[config.mk]
export PLATFORM = sky130hd
export DESIGN_NAME = lab5_idex_stage_flat
export DESIGN_NICKNAME = d
export VERILOG_FILES = /design/src/rtl/lab5_idex_stage_pkg.sv /design/src/rtl/lab5_idex_stage_if.sv /design/src/rtl/lab5_hazard_detect.sv /design/src/rtl/lab5_idex_stage.sv /design/src/flat_wrapper.sv
export SDC_FILE = /design/constraint.sdc
export NUM_CORES = 1
export LEC_CHECK = 0
export ABC_AREA = 1
export ABC_CLOCK_PERIOD_IN_PS = 10500
export CAP_MARGIN = 40
export CORE_MARGIN = 10
export CORE_UTILIZATION = 45
export CTS_CLUSTER_DIAMETER = 100
export DETAILED_ROUTE_END_ITERATION = 6
export PLACE_DENSITY = 0.9
export SETUP_SLACK_MARGIN = 0.5
export SYNTH_ARGS = -nofsm -noshare
export SYNTH_HDL_FRONTEND = slang
export SYNTH_SLANG_ARGS = --single-unit
[constraint.sdc]
create_clock -name clk -period 10.5 [get_ports clk]
set_input_delay 2.1 -clock clk [delete_from_list [all_inputs] [get_ports clk]]
set_output_delay 2.1 -clock clk [all_outputs]
set_load 0.02 [all_outputs]
[src/rtl/lab5_idex_stage_pkg.sv]
// Shared widths, EX pipeline register layout and FSM encoding for the ID/EX stage.
package lab5_idex_stage_pkg;

    localparam int unsigned ALU_OP_W = 4;
    localparam int unsigned REG_W    = 5;
    localparam int unsigned DATA_W   = 32;

    typedef enum logic {
        StRun      = 1'b0,
        StLuBubble = 1'b1
    } state_e;

    typedef struct packed {
        logic                valid;
        logic                regwrite;
        logic                memread;
        logic                memwrite;
        logic                alusrc;
        logic [ALU_OP_W-1:0] alu_op;
        logic [REG_W-1:0]    rs;
        logic [REG_W-1:0]    rt;
        logic [REG_W-1:0]    wa;
        logic [DATA_W-1:0]   rd1;
        logic [DATA_W-1:0]   rd2;
        logic [DATA_W-1:0]   imm;
    } idex_t;

endpackage

[src/rtl/lab5_idex_stage_if.sv]
// Decode-to-EX bundle: the decode side is the master, the ID/EX stage is the slave.
interface lab5_idex_stage_if
    import lab5_idex_stage_pkg::*;
#(
    parameter int unsigned CNT_W = 32
);
    logic                id_valid;
    logic [DATA_W-1:0]   rd1;
    logic [DATA_W-1:0]   rd2;
    logic [DATA_W-1:0]   imm;
    logic [REG_W-1:0]    rs;
    logic [REG_W-1:0]    rt;
    logic [REG_W-1:0]    wa;
    logic                uses_rt;
    logic                regwrite;
    logic                memread;
    logic                memwrite;
    logic                alusrc;
    logic [ALU_OP_W-1:0] alu_op;
    logic                flush;
    logic                ex_hold;

    logic                ex_valid;
    logic                ex_regwrite;
    logic                ex_memread;
    logic                ex_memwrite;
    logic                ex_alusrc;
    logic [DATA_W-1:0]   ex_rd1;
    logic [DATA_W-1:0]   ex_rd2;
    logic [DATA_W-1:0]   ex_imm;
    logic [REG_W-1:0]    ex_rs;
    logic [REG_W-1:0]    ex_rt;
    logic [REG_W-1:0]    ex_wa;
    logic [ALU_OP_W-1:0] ex_alu_op;
    logic                id_stall;
    logic [CNT_W-1:0]    stall_count;

    modport master (
        output id_valid, rd1, rd2, imm, rs, rt, wa, uses_rt,
               regwrite, memread, memwrite, alusrc, alu_op, flush, ex_hold,
        input  ex_valid, ex_regwrite, ex_memread, ex_memwrite, ex_alusrc,
               ex_rd1, ex_rd2, ex_imm, ex_rs, ex_rt, ex_wa, ex_alu_op,
               id_stall, stall_count
    );

    modport slave (
        input  id_valid, rd1, rd2, imm, rs, rt, wa, uses_rt,
               regwrite, memread, memwrite, alusrc, alu_op, flush, ex_hold,
        output ex_valid, ex_regwrite, ex_memread, ex_memwrite, ex_alusrc,
               ex_rd1, ex_rd2, ex_imm, ex_rs, ex_rt, ex_wa, ex_alu_op,
               id_stall, stall_count
    );

endinterface

[src/rtl/lab5_hazard_detect.sv]
// Load-use hazard: the load in EX writes a register the decode instruction reads.
module lab5_hazard_detect
    import lab5_idex_stage_pkg::*;
(
    input  logic             i_ex_valid,
    input  logic             i_ex_memread,
    input  logic [REG_W-1:0] i_ex_wa,
    input  logic             i_id_valid,
    input  logic [REG_W-1:0] i_rs,
    input  logic [REG_W-1:0] i_rt,
    input  logic             i_uses_rt,
    output logic             o_lu
);

    logic w_src_match;

    assign w_src_match = (i_ex_wa == i_rs) | (i_uses_rt & (i_ex_wa == i_rt));

    // Register 0 is hard-wired, so a load targeting it never creates a dependency.
    assign o_lu = i_ex_valid & i_ex_memread & (i_ex_wa != '0) & i_id_valid & w_src_match;

endmodule

[src/rtl/lab5_idex_stage.sv]
// ID/EX pipeline register with load-use bubble insertion, flush/hold control
// and a saturating count of load-use stall cycles.
module lab5_idex_stage
    import lab5_idex_stage_pkg::*;
#(
    parameter int unsigned CNT_W = 32
) (
    input  logic             clk,
    input  logic             rst,
    lab5_idex_stage_if.slave bus
);

    idex_t            r_ex;
    idex_t            w_ex_load;
    idex_t            w_ex_bubble;
    state_e           r_state;
    logic [CNT_W-1:0] r_stall_cnt;
    logic             w_lu_raw;
    logic             w_lu;

    lab5_hazard_detect u_hazard (
        .i_ex_valid   (r_ex.valid),
        .i_ex_memread (r_ex.memread),
        .i_ex_wa      (r_ex.wa),
        .i_id_valid   (bus.id_valid),
        .i_rs         (bus.rs),
        .i_rt         (bus.rt),
        .i_uses_rt    (bus.uses_rt),
        .o_lu         (w_lu_raw)
    );

    // A bubble already has memread cleared; the state gate keeps that explicit.
    assign w_lu = w_lu_raw & (r_state == StRun);

    always_comb begin
        w_ex_load          = r_ex;
        w_ex_load.valid    = bus.id_valid;
        w_ex_load.regwrite = bus.regwrite & bus.id_valid;
        w_ex_load.memread  = bus.memread & bus.id_valid;
        w_ex_load.memwrite = bus.memwrite & bus.id_valid;
        w_ex_load.alusrc   = bus.alusrc & bus.id_valid;
        w_ex_load.alu_op   = bus.alu_op;
        w_ex_load.rs       = bus.rs;
        w_ex_load.rt       = bus.rt;
        w_ex_load.wa       = bus.wa;
        w_ex_load.rd1      = bus.rd1;
        w_ex_load.rd2      = bus.rd2;
        w_ex_load.imm      = bus.imm;
    end

    // Bubbles keep the operand fields and only kill the control bits.
    always_comb begin
        w_ex_bubble          = r_ex;
        w_ex_bubble.valid    = 1'b0;
        w_ex_bubble.regwrite = 1'b0;
        w_ex_bubble.memread  = 1'b0;
        w_ex_bubble.memwrite = 1'b0;
        w_ex_bubble.alusrc   = 1'b0;
    end

    always_ff @(posedge clk or posedge rst) begin
        if (rst) begin
            r_ex        <= '0;
            r_state     <= StRun;
            r_stall_cnt <= '0;
        end else begin
            r_state <= StRun;
            if (bus.flush) begin
                r_ex <= w_ex_bubble;
            end else if (bus.ex_hold) begin
                r_ex <= r_ex;
            end else if (w_lu) begin
                r_ex    <= w_ex_bubble;
                r_state <= StLuBubble;
                if (r_stall_cnt != '1) begin
                    r_stall_cnt <= r_stall_cnt + CNT_W'(1);
                end
            end else begin
                r_ex <= w_ex_load;
            end
        end
    end

    assign bus.id_stall    = ~rst & (bus.ex_hold | (w_lu & ~bus.flush));
    assign bus.stall_count = r_stall_cnt;

    assign bus.ex_valid    = r_ex.valid;
    assign bus.ex_regwrite = r_ex.regwrite;
    assign bus.ex_memread  = r_ex.memread;
    assign bus.ex_memwrite = r_ex.memwrite;
    assign bus.ex_alusrc   = r_ex.alusrc;
    assign bus.ex_alu_op   = r_ex.alu_op;
    assign bus.ex_rs       = r_ex.rs;
    assign bus.ex_rt       = r_ex.rt;
    assign bus.ex_wa       = r_ex.wa;
    assign bus.ex_rd1      = r_ex.rd1;
    assign bus.ex_rd2      = r_ex.rd2;
    assign bus.ex_imm      = r_ex.imm;

endmodule

[src/flat_wrapper.sv]
// flat-port wrapper written by rule: the top's interface ports become plain ports
module lab5_idex_stage_flat import lab5_idex_stage_pkg::*;
#(
    parameter int unsigned CNT_W = 32
)
  (clk, rst, bus_id_valid, bus_rd1, bus_rd2, bus_imm, bus_rs, bus_rt, bus_wa, bus_uses_rt, bus_regwrite, bus_memread, bus_memwrite, bus_alusrc, bus_alu_op, bus_flush, bus_ex_hold, bus_ex_valid, bus_ex_regwrite, bus_ex_memread, bus_ex_memwrite, bus_ex_alusrc, bus_ex_rd1, bus_ex_rd2, bus_ex_imm, bus_ex_rs, bus_ex_rt, bus_ex_wa, bus_ex_alu_op, bus_id_stall, bus_stall_count);
  lab5_idex_stage_if #(.CNT_W(CNT_W)) bus_i ();
  input  logic clk;
  input  logic rst;
  input wire logic [$bits(bus_i.id_valid)-1:0] bus_id_valid;
  input wire logic [$bits(bus_i.rd1)-1:0] bus_rd1;
  input wire logic [$bits(bus_i.rd2)-1:0] bus_rd2;
  input wire logic [$bits(bus_i.imm)-1:0] bus_imm;
  input wire logic [$bits(bus_i.rs)-1:0] bus_rs;
  input wire logic [$bits(bus_i.rt)-1:0] bus_rt;
  input wire logic [$bits(bus_i.wa)-1:0] bus_wa;
  input wire logic [$bits(bus_i.uses_rt)-1:0] bus_uses_rt;
  input wire logic [$bits(bus_i.regwrite)-1:0] bus_regwrite;
  input wire logic [$bits(bus_i.memread)-1:0] bus_memread;
  input wire logic [$bits(bus_i.memwrite)-1:0] bus_memwrite;
  input wire logic [$bits(bus_i.alusrc)-1:0] bus_alusrc;
  input wire logic [$bits(bus_i.alu_op)-1:0] bus_alu_op;
  input wire logic [$bits(bus_i.flush)-1:0] bus_flush;
  input wire logic [$bits(bus_i.ex_hold)-1:0] bus_ex_hold;
  output wire logic [$bits(bus_i.ex_valid)-1:0] bus_ex_valid;
  output wire logic [$bits(bus_i.ex_regwrite)-1:0] bus_ex_regwrite;
  output wire logic [$bits(bus_i.ex_memread)-1:0] bus_ex_memread;
  output wire logic [$bits(bus_i.ex_memwrite)-1:0] bus_ex_memwrite;
  output wire logic [$bits(bus_i.ex_alusrc)-1:0] bus_ex_alusrc;
  output wire logic [$bits(bus_i.ex_rd1)-1:0] bus_ex_rd1;
  output wire logic [$bits(bus_i.ex_rd2)-1:0] bus_ex_rd2;
  output wire logic [$bits(bus_i.ex_imm)-1:0] bus_ex_imm;
  output wire logic [$bits(bus_i.ex_rs)-1:0] bus_ex_rs;
  output wire logic [$bits(bus_i.ex_rt)-1:0] bus_ex_rt;
  output wire logic [$bits(bus_i.ex_wa)-1:0] bus_ex_wa;
  output wire logic [$bits(bus_i.ex_alu_op)-1:0] bus_ex_alu_op;
  output wire logic [$bits(bus_i.id_stall)-1:0] bus_id_stall;
  output wire logic [$bits(bus_i.stall_count)-1:0] bus_stall_count;
  assign bus_i.id_valid = bus_id_valid;
  assign bus_i.rd1 = bus_rd1;
  assign bus_i.rd2 = bus_rd2;
  assign bus_i.imm = bus_imm;
  assign bus_i.rs = bus_rs;
  assign bus_i.rt = bus_rt;
  assign bus_i.wa = bus_wa;
  assign bus_i.uses_rt = bus_uses_rt;
  assign bus_i.regwrite = bus_regwrite;
  assign bus_i.memread = bus_memread;
  assign bus_i.memwrite = bus_memwrite;
  assign bus_i.alusrc = bus_alusrc;
  assign bus_i.alu_op = bus_alu_op;
  assign bus_i.flush = bus_flush;
  assign bus_i.ex_hold = bus_ex_hold;
  assign bus_ex_valid = bus_i.ex_valid;
  assign bus_ex_regwrite = bus_i.ex_regwrite;
  assign bus_ex_memread = bus_i.ex_memread;
  assign bus_ex_memwrite = bus_i.ex_memwrite;
  assign bus_ex_alusrc = bus_i.ex_alusrc;
  assign bus_ex_rd1 = bus_i.ex_rd1;
  assign bus_ex_rd2 = bus_i.ex_rd2;
  assign bus_ex_imm = bus_i.ex_imm;
  assign bus_ex_rs = bus_i.ex_rs;
  assign bus_ex_rt = bus_i.ex_rt;
  assign bus_ex_wa = bus_i.ex_wa;
  assign bus_ex_alu_op = bus_i.ex_alu_op;
  assign bus_id_stall = bus_i.id_stall;
  assign bus_stall_count = bus_i.stall_count;
  lab5_idex_stage #(.CNT_W(CNT_W)) u_core (.clk(clk), .rst(rst), .bus(bus_i));
endmodule
==> results.cfg <==
[die]
rows = 45
die_h_um = 146
initial_core_util = 0.464
ios = 278
core_um2 = 15400
die_area_um2 = 21300
die_x_um = 146

[worst_setup_path]
critPathMaxFanout = 5
crit_buf_inv = 3
crit_path_start = bus_rs[3]
cp_slowest_cell = clkdlybuf4s50_1
r2r_setup_slack_ns = 7.89
cp_slowest_stage_delay_ns = 0.62
critPathCaptureType = primary output
crit-reg2reg-capture = u_core.bus.ex_rd1[19]$_DFFE_PP0P_
required_ns = 8.40
worstPathArrival_ns = 3.98
path_delay_family = buffers and inverters
worstSetupStartpointType = primary input
r2r-start = u_core.bus.ex_wa[4]$_DFFE_PP0P_
criticalPathCategory = primary input to primary output
crit_path_cell_trace = clkdlybuf4s50_1 -> inv_1 -> nand2_1 -> nand2_1 -> nor2_1 -> nand3_1 -> nand2_2 -> nand3b_1 -> a21oi_1 -> clkdlybuf4s50_1
r2r_cells = 11

[timing]
finalCritPeriodShare = 0.579
rsz0062_at_grt = false
worst_pin_slew_ns = 0.750
fin_ws_ns = 4.42
final-hold-violation-count = 0
max-slew-margin-rel = 0.500
finalCriticalPeriod_ns = 6.08
skew_ns = 0.00828
clock.fmax_mhz = 164
tns_ns = 0
finalSetupViolations = 0
timing.hold.ws_ns = 0.468
drv_slew = 0

[clocking]
cts_setup_buffers = 0
cts_tree = built
clock_path_buffers = 2
cts-resized-gates = 0
clk_latency_ns = 0.42
cts_root_buf = clkbuf_16
postCtsHoldBufs = 0
cts.sinks = 153
path_clk_slew_ns = 0.06
h-tree-depth = 4
cts_buffers = 17

[grt]
grt_max_degree = 77
grt_antenna_before_repair = 0
overflow = 0
grt_pass1_wl_mm = 38.5
grt_pass1_vias = 7065
grt.total_usage = 0.224

[finish]
syn_to_final_growth_pct = 48.7
fin_util = 0.690
fin_nets = 1268
n_antenna_cell = 0
drive_gt1_frac = 0.0528
stdcell_count = 1366

[logic_synthesis]
synth_edf_count = 0
synthesis.area_um2 = 7130
synth-seq-area-share = 0.537
synthArstFlopShare = 1.00
synth.top_cell.area_share = 0.537
netlist_top_cells_count = nand2_1 (423), dfrtp_1 (153), nand3_1 (116)
syn_nets = 1008
yosysMostFrequentCell = nand2_1
synth_top_flop_cell = dfrtp_1
yosys_register_bits = 153
syn_inst = 882
yosys.area.top_type = dfrtp_1
synthesis.area_per_instance_um2 = 8.08
ys_top_cells_by_area = dfrtp_1 (54%), nand2_1 (22%), nand3_1 (8.1%)
ys.warnings.count = 0
ys_types = 26

[route]
via_count = 6928
route.detailed.drc = 0
drt-initial-drc-count = 562
first_pass_iters = 5
wirelength_mm = 24.2
ant_nets = 0
viasPerCell = 5.07
wire_per_inst_um = 17.7

[flow_run]
cap_violations = 0

[placement]
portBuffers = 277
preCtsSetupSlack_ns = 4.42
gp_congestion = 0.901
dp_cells = 1334
dp_hpwl_mm = 17.6

[power]
leakagePower_nw = 5.12
vdd_drop_max_uv = 128
p_per_area_nw_per_um2 = 157

[hold_path]
hold_class = register to register
worstHoldStart = u_core.bus.ex_rd1[26]$_DFFE_PP0P_
whs_path_depth = 2
min_to = u_core.bus.ex_rd1[26]$_DFFE_PP0P_

[run_status]
status = completed
==> placed cells by master (no fill, tap or decap), types with 2 or more instances in the layout <==
master	synthesis	final
nand2_4	2	2
nand3b_1	8	8
nand4_1	10	10
buf_12	0	2
xor2_1	14	14
clkbuf_8	0	3
nand3_1	116	116
inv_2	7	7
nand3_2	2	2
nor2_4	2	3
clkbuf_16	0	17
clkinvlp_4	0	3
nor2_2	4	3
nor2_1	46	46
nor3_1	6	6
xnor2_1	10	10
clkinv_4	0	2
o21ai_0	9	9
inv_1	20	19
nand2_2	3	3
dfrtp_1	153	153
clkdlybuf4s50_1	0	277
nand2_1	423	423
buf_4	1	4
clkinv_2	0	3
bufinv_16	0	3
==> worst max-delay path by stage <==
stage / endpoint / slack (ns) / cells past startpoint
floorplan: u_core.bus.ex_alu_op[0]$_DFFE_PP0P_ / 4.28 / 1
global placement: bus_id_stall / 4.45 / 10
detailed placement: bus_id_stall / 4.42 / 10
CTS: bus_id_stall / 4.42 / 10
global route: bus_id_stall / 4.27 / 10
finish: bus_id_stall / 4.42 / 10
==> through the flow <==
step | cell area, um2 | power, mW
after detailed placement | 9990 | 1.04
after global routing | 10600 | 1.73
after floorplan | 7130 | 0.839
final | 10600 | 1.67
after CTS | 10600 | 1.68
after global placement | 9920 | 1.03
==> cells by family after synthesis <==
| family | synth area share |
|---|---|
| compound gates | 0.00702 |
| xor+xnor | 0.0295 |
| fa+ha+maj | 0.00175 |
| buf+inv | 0.0542 |
| flops | 0.537 |
| simple gates | 0.370 |
==> where the power goes <==
part	internal, mW	switching [mW]	leakage (nW)
logic	0.166	0.183	2.88
clock network	0.392	0.244	0.295
registers	0.646	0.0365	1.95
==> cell type report <==
type                    instances  area (um2)
repair buffers                284        2870
well taps                     211         264
inverters                      27         106
clock buffers                  21         470
fillers                      1190        4770
clock inverters                11         145
flip-flops and latches        153        3830
multi-input cells             659        2920
==> routing by layer <==
metal | global-route usage | vias to the layer above | wire, um
met5 | 0 | - | 0
met4 | 0.0880 | 0 | 754
met3 | 0.0925 | 59 | 2130
met2 | 0.379 | 290 | 12300
met1 | 0.244 | 3278 | 9040
li1 | - | 3301 | -
==> worst register-to-register path: cells and delay by family, from the launching register on <==
kind | cells | cell delay, ns
flops | 1 | 0.50
simple gates | 9 | 1.29
buf+inv | 2 | 0.77
==> state kept, by name, indices dropped and copies added, names as in the netlist <==
signal / cells
u_core.bus.ex_regwrite: 1
u_core.bus.ex_rt: 5
u_core.bus.ex_alu_op: 4
u_core.bus.ex_imm: 32
u_core.r_state: 1
u_core.bus.ex_rd1: 32
u_core.bus.ex_rs: 5
u_core.bus.ex_rd2: 32
u_core.bus.ex_valid: 1
u_core.bus.stall_count: 32
u_core.bus.ex_alusrc: 1
u_core.bus.ex_memwrite: 1
u_core.bus.ex_memread: 1
u_core.bus.ex_wa: 5
(Power assumes the default switching activity.)
